$ cat src/rtl/video_pkg.sv
// Shared timing defaults and the sync bundle
// carried down the video delay line.
package video_pkg;

   localparam int RGB_W = 24;

   localparam int DEF_H_ACTIVE = 720;
   localparam int DEF_H_FP     = 16;
   localparam int DEF_H_SYNC   = 32;
   localparam int DEF_H_BP     = 32;
   localparam int DEF_V_ACTIVE = 600;
   localparam int DEF_V_FP     = 10;
   localparam int DEF_V_SYNC   = 4;
   localparam int DEF_V_BP     = 68;

   typedef struct packed {
      logic hsync;
      logic vsync;
      logic hblank;
      logic vblank;
      logic de;
      logic frame_start;
   } sync_t;

endpackage

$ cat src/rtl/sync_delay.sv
// Fixed-depth shift register for an arbitrary bundle type,
// used to align sync/blank timing with the pixel pipeline.
module sync_delay #(
   parameter int  DEPTH   = 2,
   parameter type T       = logic,
   parameter T    RST_VAL = '0
) (
   input  logic clk,
   input  logic reset_n,
   input  T     d,
   output T     q
);

   T stage [DEPTH];

   // shift the bundle one stage per clock
   always_ff @(posedge clk) begin
      if (!reset_n) begin
         for (int i = 0; i < DEPTH; i++)
            stage[i] <= RST_VAL;
      end else begin
         stage[0] <= d;
         for (int i = 1; i < DEPTH; i++)
            stage[i] <= stage[i-1];
      end
   end

   assign q = stage[DEPTH-1];

endmodule

$ cat src/rtl/video_timing_pipe.sv
// Raster counters plus sync/blank generation,
// delayed to line up with a fetch pipeline of RGB_LAT cycles.
module video_timing_pipe
   import video_pkg::*;
#(
   parameter int H_ACTIVE = DEF_H_ACTIVE,
   parameter int H_FP     = DEF_H_FP,
   parameter int H_SYNC   = DEF_H_SYNC,
   parameter int H_BP     = DEF_H_BP,
   parameter int V_ACTIVE = DEF_V_ACTIVE,
   parameter int V_FP     = DEF_V_FP,
   parameter int V_SYNC   = DEF_V_SYNC,
   parameter int V_BP     = DEF_V_BP,
   parameter int RGB_LAT  = 1,
   parameter bit HS_POL   = 1'b1,
   parameter bit VS_POL   = 1'b1,
   localparam int XW = $clog2(H_ACTIVE + H_FP + H_SYNC + H_BP),
   localparam int YW = $clog2(V_ACTIVE + V_FP + V_SYNC + V_BP)
) (
   input  logic             clk_vid_32_768,
   input  logic             reset_n,
   input  logic             enable,
   input  logic             resync,
   input  logic [RGB_W-1:0] rgb_in,
   output logic [XW-1:0]    x,
   output logic [YW-1:0]    y,
   output logic             hsync,
   output logic             vsync,
   output logic             hblank,
   output logic             vblank,
   output logic             de,
   output logic [RGB_W-1:0] rgb,
   output logic             frame_start,
   output logic [15:0]      frame_count
);

   localparam int H_TOTAL = H_ACTIVE + H_FP + H_SYNC + H_BP;
   localparam int V_TOTAL = V_ACTIVE + V_FP + V_SYNC + V_BP;
   localparam int HS_BEG  = H_ACTIVE + H_FP;
   localparam int HS_END  = HS_BEG + H_SYNC;
   localparam int VS_BEG  = V_ACTIVE + V_FP;
   localparam int VS_END  = VS_BEG + V_SYNC;

   localparam logic [XW-1:0] X_LAST = XW'(H_TOTAL - 1);
   localparam logic [YW-1:0] Y_LAST = YW'(V_TOTAL - 1);

   localparam sync_t RST_SYNC =
      '{!HS_POL, !VS_POL, 1'b0, 1'b0, 1'b0, 1'b0};

   logic             x_wrap;
   logic             y_wrap;
   logic [31:0]      xe;
   logic [31:0]      ye;
   sync_t            sync_int;
   sync_t            sync_q;
   logic [RGB_W-1:0] rgb_q;

   assign x_wrap = (x == X_LAST);
   assign y_wrap = (y == Y_LAST);

   // raster counters; resync returns to origin without counting a frame
   always_ff @(posedge clk_vid_32_768) begin
      if (!reset_n) begin
         x           <= '0;
         y           <= '0;
         frame_count <= '0;
      end else if (resync) begin
         x <= '0;
         y <= '0;
      end else if (enable) begin
         if (x_wrap) begin
            x <= '0;
            if (y_wrap) begin
               y           <= '0;
               frame_count <= frame_count + 16'd1;
            end else begin
               y <= y + YW'(1);
            end
         end else begin
            x <= x + XW'(1);
         end
      end
   end

   // undelayed sync/blank decode from the current raster position
   always_comb begin
      sync_int = RST_SYNC;
      xe       = 32'(x);
      ye       = 32'(y);
      sync_int.hblank = (xe >= H_ACTIVE);
      sync_int.vblank = (ye >= V_ACTIVE);
      sync_int.de     = !sync_int.hblank && !sync_int.vblank;
      sync_int.hsync  = (xe >= HS_BEG && xe < HS_END)
                        ? HS_POL : !HS_POL;
      sync_int.vsync  = (ye >= VS_BEG && ye < VS_END)
                        ? VS_POL : !VS_POL;
      sync_int.frame_start = (x == '0) && (y == '0);
   end

   sync_delay #(
      .DEPTH   (RGB_LAT + 1),
      .T       (sync_t),
      .RST_VAL (RST_SYNC)
   ) u_delay (
      .clk     (clk_vid_32_768),
      .reset_n (reset_n),
      .d       (sync_int),
      .q       (sync_q)
   );

   // capture the fetched pixel; it lands with the delayed timing
   always_ff @(posedge clk_vid_32_768) begin
      if (!reset_n)
         rgb_q <= '0;
      else
         rgb_q <= rgb_in;
   end

   assign hsync       = sync_q.hsync;
   assign vsync       = sync_q.vsync;
   assign hblank      = sync_q.hblank;
   assign vblank      = sync_q.vblank;
   assign de          = sync_q.de;
   assign frame_start = sync_q.frame_start;
   assign rgb         = de ? rgb_q : '0;

endmodule
$ cat config.mk
export PLATFORM = sky130hd
export DESIGN_NAME = video_timing_pipe
export DESIGN_NICKNAME = d
export VERILOG_FILES = /design/src/rtl/video_pkg.sv /design/src/rtl/sync_delay.sv /design/src/rtl/video_timing_pipe.sv
export SDC_FILE = /design/constraint.sdc
export NUM_CORES = 1
export LEC_CHECK = 0
export BUFFER_PORTS_ARGS = -buffer_cell sky130_fd_sc_hd__buf_2
export CORE_MARGIN = 10
export CORE_UTILIZATION = 40
export DETAILED_ROUTE_END_ITERATION = 16
export SKIP_LAST_GASP = 1
export SLEW_MARGIN = 20
export SYNTH_ARGS = -nofsm -noshare
export SYNTH_HDL_FRONTEND = slang
export SYNTH_HIERARCHICAL = 1
export SYNTH_SLANG_ARGS = --single-unit
$ cat constraint.sdc
create_clock -name clk_vid_32_768 -period 4.28 [get_ports clk_vid_32_768]
set_input_delay 0.856 -clock clk_vid_32_768 [delete_from_list [all_inputs] [get_ports clk_vid_32_768]]
set_output_delay 0.856 -clock clk_vid_32_768 [all_outputs]
set_load 0.05 [all_outputs]
Word level (Yosys, flattened, before mapping)
Memory sizes are Yosys's and may differ from the RTL's. Index checks and enable logic that the tools add are counted.

Bits in latches: 0. Input bits: 28. Register bits: 60. Memories kept: 1. Memory bits (writable): 12. Bits in read-only memories: 0.

Div/mod/pow operators: 0. Bitwise gates (word level): 4. Order comparisons: 6. Reduce and logical (&&, ||, !) cells: 11. Shift operators: 0. Muxes and demuxes: 9. $mul: 0. Equality and inequality tests: 2. Add/sub/neg operators: 3.

Memory list: u_delay.stage (words 2, width 6, read ports 2, clocked after Yosys merged registers in 0, wr ports 2, RTL line sync_delay.sv:14) `T stage [DEPTH];`.

Operators with widths (count): $ge A10 B10 Y1 const B (4); $mux W24 (1); $add A10 B1 Y10 const B (2); $eq A10 B10 Y1 const B (2); $logic_not A10 Y1 (2); $lt A10 B10 Y1 const B (2); $mux W10 (2); $add A16 B1 Y16 const B (1); $mux W6 (2); $logic_and A1 B1 Y1 (4); $mux W1 (4); $reduce_and A4 Y1 (1); $logic_not A1 Y1 (2); $not A1 Y1 (2); $or A1 B1 Y1 (2); $reduce_and A2 Y1 (1); $reduce_or A2 Y1 (1).

Depth between registers and ports, before layout
Gate-level depths: netlist (run 1).

Word-level depth: 4. Mapped depth: 7.

By module
The synthesis (run 1) kept the hierarchy.

Modules (own cells, without submodules): video_timing_pipe (sequential area each 1201.2 µm², times used 1, cells each 308, area each 2731.4 µm²); sync_delay (sequential area each 240.2 µm², times used 1, cells each 31, area each 381.6 µm²).

Worst setup path after synthesis (run 1)
No wires, ideal clock.

Path kind: flip-flop to flip-flop. From: reg x[0]. To: reg frame_count[11]. Arrival time: 2.099 ns. Stages on the path, launching flop included: 8. Path slack: 2.111 ns. Setup time: 0.070 ns. Path through: dfxtp_1 ha_1 and3_1 buf_2 nand4_1 clkbuf_1 or4_1 a21oi_1.

Word-level cells in the longest chain between the ends: 2.

RTL lines: start: declaration (RTL line video_timing_pipe.sv:25) `output logic [XW-1:0] x,`; start signal: assignment (RTL line video_timing_pipe.sv:80) `x <= x + XW'(1);`; $eq A10 B10 Y1 (RTL line video_timing_pipe.sv:58) `assign x_wrap = (x == X_LAST);`; $reduce_and A4 Y1 (no line); end signal: assignment (RTL line video_timing_pipe.sv:75) `frame_count <= frame_count + 16'd1;`; end: declaration (RTL line video_timing_pipe.sv:34) `output logic [15:0] frame_count`.

Every way passes these cells. A chain may end at the register's enable or synchronous reset.

Worst setup path after layout (run 1)
From: reg x[5]. To: reg y[0].

Word-level cells in the longest chain between the ends: 2.

RTL lines: $eq A10 B10 Y1 (RTL line video_timing_pipe.sv:58); $reduce_and A2 Y1 (no line); end signal: assignment (RTL line video_timing_pipe.sv:77) `y <= y + YW'(1);`; end: declaration (RTL line video_timing_pipe.sv:26) `output logic [YW-1:0] y,`.

Every way passes these cells.

==> metrics, run 1 <==
status finished, final reports clean; # hold bufs at CTS 0; maximum fanout along the worst path 33; Min-Delay Path Depth 1; Max Freq 400 MHz; Finish-stage setup viols 0; Area Overhead vs Synth 23.6%; Clock Latency Late Sink 340 ps; Synth async-reset ratio 0%; switching part of the total power 21.0%; CTS Buf Count 9; Final Power 1.47 mW; Worst VDD drop 0.140 mV; # nets final 455; Post-Syn Area 3110 sq um; top_reg_cell synth dfxtp_1; clk sink count 72; Max Buffers Root-to-Sink 2; first-pass GRT wire length 11,700 microns; final setup skew 9.38 ps; WP data required 4480 ps; HPWL after DPL 5370 microns; fin crit period 2500 ps; R2R Path Start x[5]$_SDFFE_PP0P_; met3 Usage GRT 4.22%; Reg-to-Reg End y[0]$_SDFFE_PP0P_; row count 32; Seq/Total Area, Yosys 46.3%; core area 7650 sq um; Worst R2R Setup Slack 1780 ps; RSZ-0062 raised after global routing no; Pre-antenna DRT Iters 4; largest net degree at the start of global routing 39; worst hold path class reg -> reg; placed cell area 3580 sq um; Final Max Slew Viols 0; layout cells sized above 1 28.2%; drt total wl 7370 microns; most used routing layer met2; EDFF count, synth 0; setup bufs post-CTS 0; hold endpoint u_delay/stage[0][7]$_SDFF_PN0_; antenna fix cells 0; Placer Congestion 0.755; max_slew headroom 49.2%; fill cell count 749; initial antenna violation count 0; FF+latch count, synth 72; die area 11,700 sq um; leakage 1.64 nW; Clk pwr share 47.8%; Resized Gates After CTS 0; number of port buffers 93; Setup crit end kind flop; WL per Instance 14.0 microns; top cell type by total area after synthesis dfxtp_1; Mean Syn Cell Area 9.18 sq um; Die W 108 microns; Synth area leaders dfxtp_1, and2_1, a21oi_1; Ports 94; crit share post-route 58.5%; P_sw 0.308 mW; gr usage total 12.1%; die height 108 microns; met1 Resource Use GR 15.5%; Seq. cell area 1440 sq um; CP startpoint kind flop; vias per inst 4.97; most common cell after layout, fill and taps aside buf_2; top-area cell type share of the netlist area 46.3%; Starting Density 40.7%; via count 2,626; GR Layer Usage met2 18.3%; Gate power share 5.1%; post-route ant nets 0; Hold Vio Cnt, Final 0; syn nets 373; residual DRC count 0; Max Cap Viol 0; worst-margin pin slew 757 ps; Int Power 1.16 mW; commonest non-fill, non-tap cells in the layout buf_2, dfxtp_1, and2_1; number of H-tree levels 3; clk root buf clkbuf_8; Ys Warns 6; Min-Delay Startpoint u_delay/stage[0][1]$_SDFF_PN0_; final setup TNS 0 ps; Cells after Synth 339; Multi-input gate area 1510 sq um; critical path data arrival time 2700 ps; Netlist cell types 43; TritonCTS clock tree yes; clock-pin slew on the worst setup and hold paths 70 ps; kind of critical path reg -> reg; Starting DRT DRC Count 176; Finished Cell Area 3850 sq um; gr ovfl total 0; PD cells 381 nW/um^2; vias in the first global route 2,416; sequential power share 47.0%; R2R cell count 4
==> routing by layer <==
layer,vias to the layer above,share of wire (%)
met5,-,0
met4,0,1.1
met3,7,8.6
met2,83,43
met1,1187,47
li1,1349,-
==> power by group through the flow <==
stage / registers (mW) / logic, mW / clock network, mW
floorplan: 0.705 / 0.0526 / 0
global placement: 0.706 / 0.0759 / 0
detailed placement: 0.706 / 0.0764 / 0
CTS: 0.690 / 0.0766 / 0.723
global route: 0.692 / 0.0820 / 0.752
finish: 0.690 / 0.0753 / 0.701
==> flip-flops by register name, indices dropped and copies added (netlist names) <==
| name | flops |
|---|---|
| rgb_q | 24 |
| y | 10 |
| frame_count | 16 |
| x | 10 |
| u_delay/stage | 12 |
==> Yosys cell counts, types with 2 or more instances <==
library cell  number
dfxtp_1           72
and2_1            53
a21oi_1           25
nor2_1            18
or4_1             15
nand2_1           14
o31ai_1           13
nand3_1           12
clkbuf_1          10
nand4_1           10
o21ai_0           10
inv_1              9
or3_1              9
and2_2             8
xnor2_1            8
buf_4              6
ha_1               6
and3_1             5
xor2_1             4
and4_1             3
nor4_1             3
buf_2              2
buf_6              2
nor3_1             2
nor3b_1            2
==> worst max-delay path by stage <==
stage                                 start                            to  slack, ps  cells after the start
after floorplan           x[0]$_SDFFE_PP0P_  frame_count[11]$_SDFFE_PN0P_       2110                      7
after global placement              reset_n             y[9]$_SDFFE_PP0P_       1590                      5
after detailed placement            reset_n             y[3]$_SDFFE_PP0P_       1560                      5
after CTS                 x[5]$_SDFFE_PP0P_             y[0]$_SDFFE_PP0P_       1740                      4
after global routing      x[5]$_SDFFE_PP0P_             y[6]$_SDFFE_PP0P_       1530                      4
final                     x[5]$_SDFFE_PP0P_             y[0]$_SDFFE_PP0P_       1780                      4
==> cell families after synthesis <==
group | after synthesis | share of synthesized area, %
AND/OR/NAND/NOR | 164 | 32.6
AO/OA/AOI/OAI | 52 | 9.77
buffers and inverters | 32 | 5.18
adder cells (fa/ha/maj) | 6 | 2.41
flip-flops | 72 | 46.3
XOR/XNOR | 12 | 3.38
multiplexers | 1 | 0.322
==> worst max-delay path, stage by stage, from the launching register on <==
cell	delay (ps)
dfxtp_1	400
nor4b_4	400
nand4_2	610
o21ai_1	840
nor2_1	100
==> layout make-up <==
class,instances,area share (%)
Clock inverter,7,3.71
Timing Repair Buffer,93,12.1
Tap cell,102,3.32
Multi-Input combinational cell,235,39.2
Sequential cell,72,37.5
Inverter,10,0.975
Clock buffer,9,3.22
==> metrics by stage <==
stage | worst slack (ps) | utilization (%) | instances | hold WS (ps)
floorplan | 2110 | - | 339 | 412
global placement | 1590 | 46.8 | 512 | 417
detailed placement | 1560 | 46.8 | 512 | 417
CTS | 1740 | 50.3 | 528 | 435
global route | 1530 | 50.3 | 528 | 459
finish | 1780 | 50.3 | 528 | 434
Note: power is estimated with default switching activity, not from simulation.
==> inputs of run 2 (changes only) <==
==> constraint.sdc (replaced) <==
create_clock -name clk_vid_32_768 -period 2.5 [get_ports clk_vid_32_768]
set_input_delay 0.5 -clock clk_vid_32_768 [delete_from_list [all_inputs] [get_ports clk_vid_32_768]]
set_output_delay 0.5 -clock clk_vid_32_768 [all_outputs]
set_load 0.05 [all_outputs]
==> run 2 against run 1 <==
Worst hold slack got worse by 77 ps. Design area increased by 1.8%. Count of clock-buffer cells in the layout unchanged. Critical path depth increased by 2. Total power increased by 79%. Maximum frequency increased by 22%. Non-clock buffer count increased by 6.
==> metrics, run 2 (synthesized netlist as in run 1, its figures left out) <==
kind of critical path reg -> reg; hold endpoint rgb_q[12]$_SDFF_PN0_; worst hold path class in -> reg; critical path data arrival time 2330 ps (-370 ps); Min-Delay Path Depth 2 (+1); TritonCTS clock tree yes; R2R Path Start y[1]$_SDFFE_PP0P_; vias per inst 5.00 (+0.46%); Finished Core Util 51.2% (+0.92 points); Finish-stage setup viols 0 (unchanged); # nets final 461 (+1.3%); clk sink count 72 (unchanged); clk root buf clkbuf_8; maximum fanout along the worst path 12 (-64%); vias in the first global route 2,592 (+7.3%); initial antenna violation count 0 (unchanged); Critical Path Slowest Stage Cell or4_1; Reg-to-Reg End frame_count[12]$_SDFFE_PN0P_; final setup TNS 0 ps (unchanged); Clock Latency Late Sink 340 ps (about the same); gr ovfl total 0 (unchanged); first-pass GRT wire length 12,400 microns (+6.3%); Die W 108 microns (unchanged); number of port buffers 93 (unchanged); largest net degree at the start of global routing 38 (-2.6%); status finished, final reports clean; Final Max Slew Viols 0 (unchanged); critical-path cell list inv_1, ha_1, and4bb_2, nand4_1, or4_1, a21oi_1; Int Power 2.09 mW (+80%); most common cell after layout, fill and taps aside buf_2; R2R cell count 6 (+2); leakage 1.68 nW (+2.3%); via count 2,668 (+1.6%); CP startpoint kind flop; drt total wl 7500 microns (+1.7%); Max Buffers Root-to-Sink 2 (unchanged); gr usage total 12.9% (+0.78 points); WP data required 2780 ps (-1700 ps); Clk pwr share 50.0% (+2.2 points); final setup skew 8.62 ps (-0.761 ps); clock-pin slew on the worst setup and hold paths 80 ps (about the same); HPWL after DPL 5430 microns (+0.97%); CP top delay family simple AND/OR/NAND/NOR gates; RSZ-0062 raised after global routing no; switching part of the total power 20.5% (-0.53 points); # hold bufs at CTS 0 (unchanged); Max Freq 486 MHz (+22%); die area 11,700 sq um (unchanged); antenna fix cells 0 (unchanged); sequential power share 45.0% (-2.0 points); Max Cap Viol 0 (unchanged); commonest non-fill, non-tap cells in the layout buf_2, dfxtp_1, and2_1; Setup crit end kind flop; WL per Instance 14.0 microns (+0.53%); residual DRC count 0 (unchanged); row count 32 (unchanged); Area Overhead vs Synth 25.9%; layout cells sized above 1 29.2% (+1.0 points); Worst R2R Setup Slack 440 ps (-1340 ps); Top reg by flops rgb_q; max_slew headroom 60.6% (+11 points); Final Power 2.63 mW (+79%); die height 108 microns (unchanged); P_sw 0.537 mW (+74%); fin crit period 2060 ps (-444 ps); setup bufs post-CTS 0 (unchanged); Worst VDD drop 0.298 mV (+110%); CP peak stage delay 590 ps (-250 ps); number of H-tree levels 3 (unchanged); Starting Density 40.7% (unchanged); worst path bufs/invs 1 (+1); Placer Congestion 0.788 (+4.3%); Ports 94 (unchanged); Min-Delay Startpoint rgb_in[12]; PD cells 670 nW/um^2 (+76%); biggest regs rgb_q (24), frame_count (16), u_delay/stage (12); Pre-antenna DRT Iters 4 (unchanged); post-route ant nets 0 (unchanged); crit share post-route 82.3% (+24 points); Hold Vio Cnt, Final 0 (unchanged); fill cell count 754 (+0.67%); Starting DRT DRC Count 173 (-1.7%); worst-margin pin slew 589 ps (-167 ps); max reg flops 24 (unchanged); Resized Gates After CTS 0 (unchanged); CTS Buf Count 9 (unchanged); core area 7650 sq um (unchanged); Gate power share 5.1% (about the same)
## run 2: how the worst max path moves through the flow
stage                                   start                            to  slack (ps)  cells past startpoint
6_report                    y[1]$_SDFFE_PP0P_  frame_count[12]$_SDFFE_PN0P_         440                      6
5_1_grt                     y[1]$_SDFFE_PP0P_   frame_count[8]$_SDFFE_PN0P_         330                      6
4_1_cts        u_delay/stage[0][7]$_SDFF_PN0_                        rgb[1]         400                      2
3_5_place_dp                y[1]$_SDFFE_PP0P_  frame_count[12]$_SDFFE_PN0P_         440                      6
3_3_place_gp                           enable  frame_count[12]$_SDFFE_PN0P_         540                      5
2_1_floorplan               x[0]$_SDFFE_PP0P_  frame_count[11]$_SDFFE_PN0P_         330                      7
## run 2: through the flow
step	cells	instance area, sq um	setup WS (ps)	hold WS, ps
global route	534	3920	329	340
floorplan	339	3110	331	412
detailed placement	518	3630	443	421
CTS	534	3920	397	338
finish	534	3920	442	358
global placement	518	3630	535	420
## run 2: final cells by class
| type | instances | area (sq um) | share of cell area [%] |
|---|---|---|---|
| clock inverter | 7 | 168 | 4.28 |
| clock buffer | 9 | 124 | 3.16 |
| tap | 102 | 128 | 3.26 |
| sequential | 72 | 1440 | 36.8 |
| inverter | 10 | 37.5 | 0.958 |
| multi-input combinational | 235 | 1510 | 38.5 |
| timing repair buffer | 99 | 510 | 13.0 |
## run 2: power groups by stage
stage / combinational, mW / clock (mW) / sequential (mW)
after floorplan: 0.0901 / 0 / 1.21
after global placement: 0.133 / 0 / 1.21
after detailed placement: 0.134 / 0 / 1.21
after CTS: 0.135 / 1.35 / 1.18
after global routing: 0.145 / 1.40 / 1.18
final: 0.133 / 1.31 / 1.18
## run 2: per-layer routing
layer	wire length [microns]	global-route usage [%]	part of all wire [%]
met1	3600	16.9	48
met2	3110	18.6	41
met3	661	4.52	8.8
met4	123	5.82	1.6
met5	0	0	0
